[src/rtl/fc_pkg.sv]
// ============================================================================
//  Module      : fc_pkg
//  Description : Shared FC-layer defaults, writer state and word types, and
//                the ReLU clamp used by the FC datapath and result writer.
//  Revision    : 1.0 - initial release
// ============================================================================
`default_nettype none

package fc_pkg;

    localparam int unsigned FC_WORD_SIZE     = 16;
    localparam int unsigned FC_OP_LAYER_SIZE = 84;
    localparam int unsigned FC_ADDRESS_SIZE  = 16;
    localparam int unsigned FC_MAX_WORD      = 64;

    typedef enum logic [1:0] {
        WR_IDLE  = 2'd0,
        WR_WRITE = 2'd1,
        WR_DONE  = 2'd2
    } wr_state_e;

    typedef logic signed [FC_WORD_SIZE-1:0] word_t;

    // Width-agnostic clamp: caller zero-extends the word and supplies its sign bit.
    function automatic logic [FC_MAX_WORD-1:0] fc_relu(input logic [FC_MAX_WORD-1:0] w,
                                                       input logic                   neg);
        return neg ? '0 : w;
    endfunction

endpackage

`default_nettype wire

[src/rtl/fc_result_writer_if.sv]
// ============================================================================
//  Module      : fc_result_writer_if
//  Description : RAM write channel (valid/ready) between result writer and RAM.
//  Revision    : 1.0 - initial release
// ============================================================================
`default_nettype none

interface fc_result_writer_if #(
    parameter int WORD_SIZE    = fc_pkg::FC_WORD_SIZE,
    parameter int ADDRESS_SIZE = fc_pkg::FC_ADDRESS_SIZE
);
    logic                    ram_wr_en;
    logic [ADDRESS_SIZE-1:0] ram_addr;
    logic [WORD_SIZE-1:0]    ram_data;
    logic                    ram_wr_ready;

    modport master (
        output ram_wr_en,
        output ram_addr,
        output ram_data,
        input  ram_wr_ready
    );

    modport slave (
        input  ram_wr_en,
        input  ram_addr,
        input  ram_data,
        output ram_wr_ready
    );
endinterface

`default_nettype wire

[src/rtl/fc_result_writer.sv]
// ============================================================================
//  Module      : fc_result_writer
//  Description : Snapshots an FC output vector on start and streams it word by
//                word to RAM over a valid/ready channel. Optional macro
//                FC_WR_RELU_EN clamps negative words to zero on write.
//  Revision    : 1.0 - initial release
// ============================================================================
`default_nettype none

module fc_result_writer
    import fc_pkg::*;
#(
    parameter int WORD_SIZE     = FC_WORD_SIZE,
    parameter int OP_LAYER_SIZE = FC_OP_LAYER_SIZE,
    parameter int ADDRESS_SIZE  = FC_ADDRESS_SIZE
) (
    input  wire logic                                 clk,
    input  wire logic                                 reset,
    input  wire logic                                 start,
    input  wire logic [ADDRESS_SIZE-1:0]              base_addr,
    input  wire logic [WORD_SIZE*OP_LAYER_SIZE-1:0]   Y,
    output logic                                      busy,
    output logic                                      done,
    fc_result_writer_if.master                        ram
);

    localparam int IDX_W = (OP_LAYER_SIZE > 1) ? $clog2(OP_LAYER_SIZE) : 1;
    localparam logic [IDX_W-1:0] C_LAST_IDX = IDX_W'(OP_LAYER_SIZE - 1);

    wr_state_e               state_q, state_d;
    logic [IDX_W-1:0]        idx_q;
    logic [ADDRESS_SIZE-1:0] base_q;
    logic [WORD_SIZE-1:0]    shadow_q [OP_LAYER_SIZE];

    logic                    w_accept;
    logic                    w_fire;
    logic [WORD_SIZE-1:0]    w_word;
    logic [WORD_SIZE-1:0]    w_data;

    assign w_accept = (state_q == WR_IDLE) && start;
    assign w_fire   = (state_q == WR_WRITE) && ram.ram_wr_ready;
    assign w_word   = shadow_q[idx_q];

    always_ff @(posedge clk or negedge reset) begin
        if (!reset) begin
            state_q <= WR_IDLE;
        end else begin
            state_q <= state_d;
        end
    end

    always_comb begin
        state_d = state_q;
        case (state_q)
            WR_IDLE:  if (start) state_d = WR_WRITE;
            WR_WRITE: if (ram.ram_wr_ready && (idx_q == C_LAST_IDX)) state_d = WR_DONE;
            WR_DONE:  state_d = WR_IDLE;
            default:  state_d = WR_IDLE;
        endcase
    end

    // Snapshot is taken only in IDLE so a running transfer is immune to input changes.
    always_ff @(posedge clk or negedge reset) begin
        if (!reset) begin
            idx_q  <= '0;
            base_q <= '0;
            for (int i = 0; i < OP_LAYER_SIZE; i++) begin
                shadow_q[i] <= '0;
            end
        end else if (w_accept) begin
            idx_q  <= '0;
            base_q <= base_addr;
            for (int i = 0; i < OP_LAYER_SIZE; i++) begin
                shadow_q[i] <= Y[i*WORD_SIZE +: WORD_SIZE];
            end
        end else if (w_fire) begin
            idx_q <= (idx_q == C_LAST_IDX) ? '0 : idx_q + 1'b1;
        end
    end

`ifdef FC_WR_RELU_EN
    logic [FC_MAX_WORD-1:0] w_ext;
    logic [FC_MAX_WORD-1:0] w_clamped;

    always_comb begin
        w_ext                = '0;
        w_ext[WORD_SIZE-1:0] = w_word;
    end

    assign w_clamped = fc_relu(w_ext, w_word[WORD_SIZE-1]);
    assign w_data    = w_clamped[WORD_SIZE-1:0];
`else
    assign w_data = w_word;
`endif

    always_comb begin
        ram.ram_wr_en = 1'b0;
        ram.ram_addr  = '0;
        ram.ram_data  = '0;
        if (state_q == WR_WRITE) begin
            ram.ram_wr_en = 1'b1;
            ram.ram_addr  = base_q + ADDRESS_SIZE'(idx_q);
            ram.ram_data  = w_data;
        end
    end

    assign busy = (state_q != WR_IDLE);
    assign done = (state_q == WR_DONE);

endmodule

`default_nettype wire

[src/flat_wrapper.sv]
// flat-port wrapper written by rule: the top's interface ports become plain ports
module fc_result_writer_flat import fc_pkg::*;
#(
    parameter int WORD_SIZE     = FC_WORD_SIZE,
    parameter int OP_LAYER_SIZE = FC_OP_LAYER_SIZE,
    parameter int ADDRESS_SIZE  = FC_ADDRESS_SIZE
)
  (clk, reset, start, base_addr, Y, busy, done, ram_ram_wr_en, ram_ram_addr, ram_ram_data, ram_ram_wr_ready);
  fc_result_writer_if #(.WORD_SIZE(WORD_SIZE), .ADDRESS_SIZE(ADDRESS_SIZE)) ram_i ();
  input  wire logic clk;
  input  wire logic reset;
  input  wire logic start;
  input  wire logic [ADDRESS_SIZE-1:0] base_addr;
  input  wire logic [WORD_SIZE*OP_LAYER_SIZE-1:0] Y;
  output logic busy;
  output logic done;
  output wire logic [$bits(ram_i.ram_wr_en)-1:0] ram_ram_wr_en;
  output wire logic [$bits(ram_i.ram_addr)-1:0] ram_ram_addr;
  output wire logic [$bits(ram_i.ram_data)-1:0] ram_ram_data;
  input wire logic [$bits(ram_i.ram_wr_ready)-1:0] ram_ram_wr_ready;
  assign ram_ram_wr_en = ram_i.ram_wr_en;
  assign ram_ram_addr = ram_i.ram_addr;
  assign ram_ram_data = ram_i.ram_data;
  assign ram_i.ram_wr_ready = ram_ram_wr_ready;
  fc_result_writer #(.WORD_SIZE(WORD_SIZE), .OP_LAYER_SIZE(OP_LAYER_SIZE), .ADDRESS_SIZE(ADDRESS_SIZE)) u_core (.clk(clk), .reset(reset), .start(start), .base_addr(base_addr), .Y(Y), .busy(busy), .done(done), .ram(ram_i));
endmodule
[config.mk]
export PLATFORM = sky130hd
export DESIGN_NAME = fc_result_writer_flat
export DESIGN_NICKNAME = d
export VERILOG_FILES = /design/src/rtl/fc_pkg.sv /design/src/rtl/fc_result_writer_if.sv /design/src/rtl/fc_result_writer.sv /design/src/flat_wrapper.sv
export SDC_FILE = /design/constraint.sdc
export NUM_CORES = 2
export LEC_CHECK = 0
export ABC_AREA = 1
export CORE_AREA = 2 2 537 539
export DETAILED_ROUTE_END_ITERATION = 8
export DIE_AREA = 0 0 539 541
export PLACE_DENSITY = 0.4
export SYNTH_ARGS = -nofsm -noshare
export SYNTH_HDL_FRONTEND = slang
export SYNTH_SLANG_ARGS = --single-unit
[constraint.sdc]
create_clock -name clk -period 3 [get_ports clk]
set_input_delay 0.3 -clock clk [delete_from_list [all_inputs] [get_ports clk]]
set_output_delay 0.3 -clock clk [all_outputs]
set_load 0.02 [all_outputs]
Word level (Yosys, flattened, before mapping)
Index checks and enable logic that the tools add are counted.
Word-level totals
  bits in registers: 1369
Cells by class
  add/sub/neg operators: 2
  $lt $le $gt $ge: 1
  equality and inequality tests: 5
  multiplexer cells: 12
  bitwise logic cells: 1
  reductions and logical operators: 7
Operator list (number)
  $bmux W16 S7: 1
  $mux W16: 4
  $mux W7: 3
  $add A16 B7 Y16: 1
  $ge A8 B8 Y1 const B: 1
  $not A7 Y8: 1
  $add A7 B1 Y7 const B: 1
  $eq A7 B7 Y1 const B: 1
  $mux W2: 2
  $pmux W2 S2: 1
  $reduce_bool A2 Y1: 2
  $logic_and A1 B1 Y1: 3
  $eq A2 B1 Y1 const B: 1
  $eq A2 B2 Y1 const B: 1
  $logic_not A2 Y1: 1
  $ne A2 B1 Y1 const B: 1
  $ne A2 B2 Y1 const B: 1
  $reduce_and A2 Y1: 1
  $mux W1: 1

Logic depth before layout (Yosys ltp)
  word-level depth: 5
  depth in mapped cells: 16
  depth with buffers taken out: 12

Worst setup path after synthesis
Ideal clock, no wire load.
  path type: reg2out
  from: reg u_core.idx_q[1]
  to: out ram_ram_addr[14]
  data arrival time: 2.593 ns
  data required time: 2.700 ns
  setup slack: 0.107 ns
  cell stages (with the launch flop): 16
  buffers on the path: 4
  cells stage by stage: dfrtp_1 -> buf_4 -> inv_2 -> buf_2 -> buf_4 -> buf_2 -> fa_1 -> inv_1 -> nand3_1 -> nand2_1 -> nand4_1 -> nand2_1 -> nand3_1 -> inv_1 -> a21oi_1 -> nor3_1
Between the ends
  cells in the longest elaborated chain, start to end: 2
RTL lines
  start, declared: line fc_result_writer.sv:31  | logic [IDX_W-1:0] idx_q;
  start signal, assigned: line fc_result_writer.sv:77  | idx_q <= (idx_q == C_LAST_IDX) ? '0 : idx_q + 1'b1;
  $add A16 B7 Y16: line fc_result_writer.sv:102  | ram.ram_addr = base_q + ADDRESS_SIZE'(idx_q);
  $mux W16: line fc_result_writer.sv:100  | if (state_q == WR_WRITE) begin
  end, declared: line flat_wrapper.sv:18  | output wire logic [$bits(ram_i.ram_addr)-1:0] ram_ram_addr;
Every way passes these cells.

Worst setup path in the final report
  from: reg u_core.idx_q[0]
  to: out ram_ram_data[6]
Between the ends
  cells in the longest elaborated chain, start to end: 5
RTL lines
  $not A7 Y8 (implied by the code): line fc_result_writer.sv:42  | assign w_word = shadow_q[idx_q];
  $bmux W16 S7: line fc_result_writer.sv:42
  $mux W16 (implied by the code) (2 in a row): line fc_result_writer.sv:42
  $mux W16: line fc_result_writer.sv:100
  end, declared: line flat_wrapper.sv:19  | output wire logic [$bits(ram_i.ram_data)-1:0] ram_ram_data;
Every way passes these cells. The select of a mux whose other input is x is not followed.

==> flow_summary.ini <==
[floorplanning]
floorplan.die_area_um2 = 291600
core_region_area_um2 = 286400
start_util = 0.2286
ios = 1399
die_x_um = 539
rows = 197
die_y_um = 541

[critical_path]
required_ps = 2700
setup.worst_path.start = u_core.idx_q[0]
cp_max_fo = 8
cpPeakStageDelay_ps = 530
critPathCaptureType = output port
crit_path_top_delay_cell = dfrtp_4
startpoint_type = flip-flop
cp_cell_sequence = buf_12 > clkinv_16 > buf_12 > buf_8 > buf_6 > nand2_2 > nand3_2 > nand3_4 > buf_12 > nand2_4 > nor2_2 > nand2_2 > nand3_4 > nand2_2 > buf_6 > nand2_4 > a21oi_4 > buf_6
reg2reg_from = u_core.state_q[0]
reg2reg_depth = 9
worstSetupPathType = flip-flop to output port
arrival_ps = 3520

[finish]
fin_util = 0.3455
drive_gt1_frac = 0.2571
final_cells = 13010
fillCellCount = 29560
final_nets = 10410
syn2layout_area_growth_pct = 51.15

[outcome]
status = finished, violations left
violations = negative hold slack, negative setup slack

[placement]
place_congestion = 0.9004
port_buffers = 1398
place_ws_ps = -1011
dpl.hpwl_mm = 291.0
dp.cells = 12480

[sta]
finalSetupViolCount = 29
fin_crit_sh = 1.272
setup_ws_ps = -816.4
slew_viol_final = 0
max_freq_mhz = 262.0
max_slew_margin = 0.3415
hold_slack_ps = -16.31
finClkSkew_ps = 40.27
final_hold_viol_count = 3
rsz0062_at_grt = yes
worstMarginPinSlew_ps = 987.8
finalCriticalPeriod_ps = 3816

[clock_network]
h-tree-depth = 4
cts_sinks = 1369
insertion_delay_ps = 850
clk_path_buf_depth = 4
cts_tree = yes
cts_buffers = 177
ctsRootBufferMaster = clkbuf_16
path_clk_slew_ps = 60

[run]
max_cap_violations = 0

[power_and_ir_drop]
power.leakage_uw = 0.04426
power_density_nw_per_um2 = 1061
switchingPower_uw = 43260
power_frac_comb = 0.487
intPower_uw = 61770
p_seq_frac = 0.306
ir_worst_vdd_v = 0.0004133
power_uw = 105000
pwr-share-clk = 0.207
p_sw_frac = 0.4119

[grt]
grt_pass1_vias = 61210
grt_usage = 0.2426
antenna_found_initial = 156
grt_max_degree = 104
gr-total-overflow = 0
grt_pass1_wl_mm = 495.7

[route]
finalWirelength_mm = 373.1
antenna_left = 0
drc = 0
vias_per_cell = 4.617
first_pass_iters = 6
wl_per_cell_um = 28.68
drt-initial-drc-count = 3970
vias = 60050

[yosys]
yosys_most_used_dff = dfrtp_1
synth_top_area_frac = 0.5232
postSynth.asyncResetShare = 1.000
synth_seq_cells = 1369
synth_nets = 8591
yosys.area.top_type = dfrtp_1
synth_area_per_cell_um2 = 9.071
synth_area_leaders = dfrtp_1 (52%), mux2_2 (15%), nand2_1 (7.8%)
synth.most_common_cell = dfrtp_1
yosysWarnings = 0
synth_cells = 7218
synth_commonest_cells = dfrtp_1 (1,369), nand2_1 (1,364), nor2_1 (1,167), mux2_2 (892), a21oi_1 (633)
synth_edf_count = 0
ys_types = 32
syn_area_um2 = 65480
ys_seq_area_frac = 0.5232

[min_path]
hp-class = primary input to asynchronous set/reset pin
-- worst max-delay path: cells and delay by family, from the launching register on --
family          cells  cell delay [ps]
compound gates      1              160
flops               1              530
simple gates        9              760
buf+inv             8             1170
-- state kept, by name, summed over array words and instances (netlist names) --
name,count
u_core.state_q,2
u_core.idx_q,7
u_core.base_q,16
u_core.shadow_q,1344
-- area by class of cell --
cell class | instances | area (µm²) | area share
inverter | 505 | 1956 | 0.01976
clock inverter | 53 | 710.7 | 0.007181
sequential | 1369 | 34270 | 0.3462
multi-input combinational | 4867 | 29460 | 0.2977
clock buffer | 254 | 5060 | 0.05113
tap | 3781 | 4731 | 0.04780
antenna | 56 | 140.1 | 0.001416
timing repair buffer | 2120 | 22620 | 0.2285
timing repair inverter | 1 | 30.03 | 0.0003034
-- power groups by stage --
| stage | logic, µW | clock network (µW) | registers, µW |
|---|---|---|---|
| final | 51200 | 21700 | 32100 |
| after global routing | 55200 | 23100 | 33000 |
| after CTS | 46200 | 22300 | 32000 |
| after detailed placement | 44200 | 0 | 32300 |
| after global placement | 44000 | 0 | 32200 |
| after floorplan | 22100 | 0 | 30000 |
-- path summary, 6_finish.rpt --
check / slack, ps / endpoint
max in group asynchronous: 1610 / u_core.shadow_q[499]
setup reg to reg: 340 / u_core.idx_q[1]
hold / removal: -20 / u_core.shadow_q[1338]
min in group clk: 60 / u_core.shadow_q[1134]
hold reg to reg: 500 / u_core.shadow_q[147]
setup / recovery: -820 / ram_ram_data[6]
-- cells in the final DEF (no fill, tap or decap), types with 81 or more instances in the layout --
master / Yosys / final
nand3_2: 0 / 81
mux2_2: 892 / 892
inv_1: 499 / 493
nand2_1: 1364 / 1174
buf_6: 15 / 82
a21oi_1: 633 / 545
buf_12: 0 / 129
nand2_2: 1 / 146
clkbuf_16: 0 / 213
nand3_1: 394 / 292
o21ai_0: 289 / 222
buf_4: 39 / 402
o21ai_1: 81 / 98
dfrtp_1: 1369 / 1365
nor2_1: 1167 / 1109
clkdlybuf4s50_1: 0 / 1365
-- cells by family after synthesis --
| logic type | count (synthesis) | synth area share |
|---|---|---|
| compound gates | 1024 | 0.07877 |
| fa+ha+maj | 9 | 0.001835 |
| mux | 892 | 0.1534 |
| buf+inv | 982 | 0.06591 |
| simple gates | 2939 | 0.1765 |
| xor+xnor | 3 | 0.0004014 |
| flops | 1369 | 0.5232 |
-- routing by layer --
metal  wire (µm)  up-vias  GRT usage
met3       20070      536    0.04476
met1      166000    30180     0.3238
met4       11850       68    0.07792
li1            -    27140          -
met5         428        -          0
met2      174700     2127     0.3946
-- metrics by stage --
stage,TNS (ps),area (µm²)
2_1_floorplan,0,65480
3_3_place_gp,-9536,87650
3_5_place_dp,-9738,87650
4_1_cts,-21760,95060
5_1_grt,-22640,98920
6_report,-17900,98970
-- repair_timing --
item	4_1_cts	5_1_grt
cloned	6	39
endpoints found under the setup margin	32	31
resized for setup	282	686
hold buffers	67	0
pin swaps	7	185
hold endpoints to repair	712	0
setup buffers	9	67
Note: power is estimated with default switching activity, not from simulation.
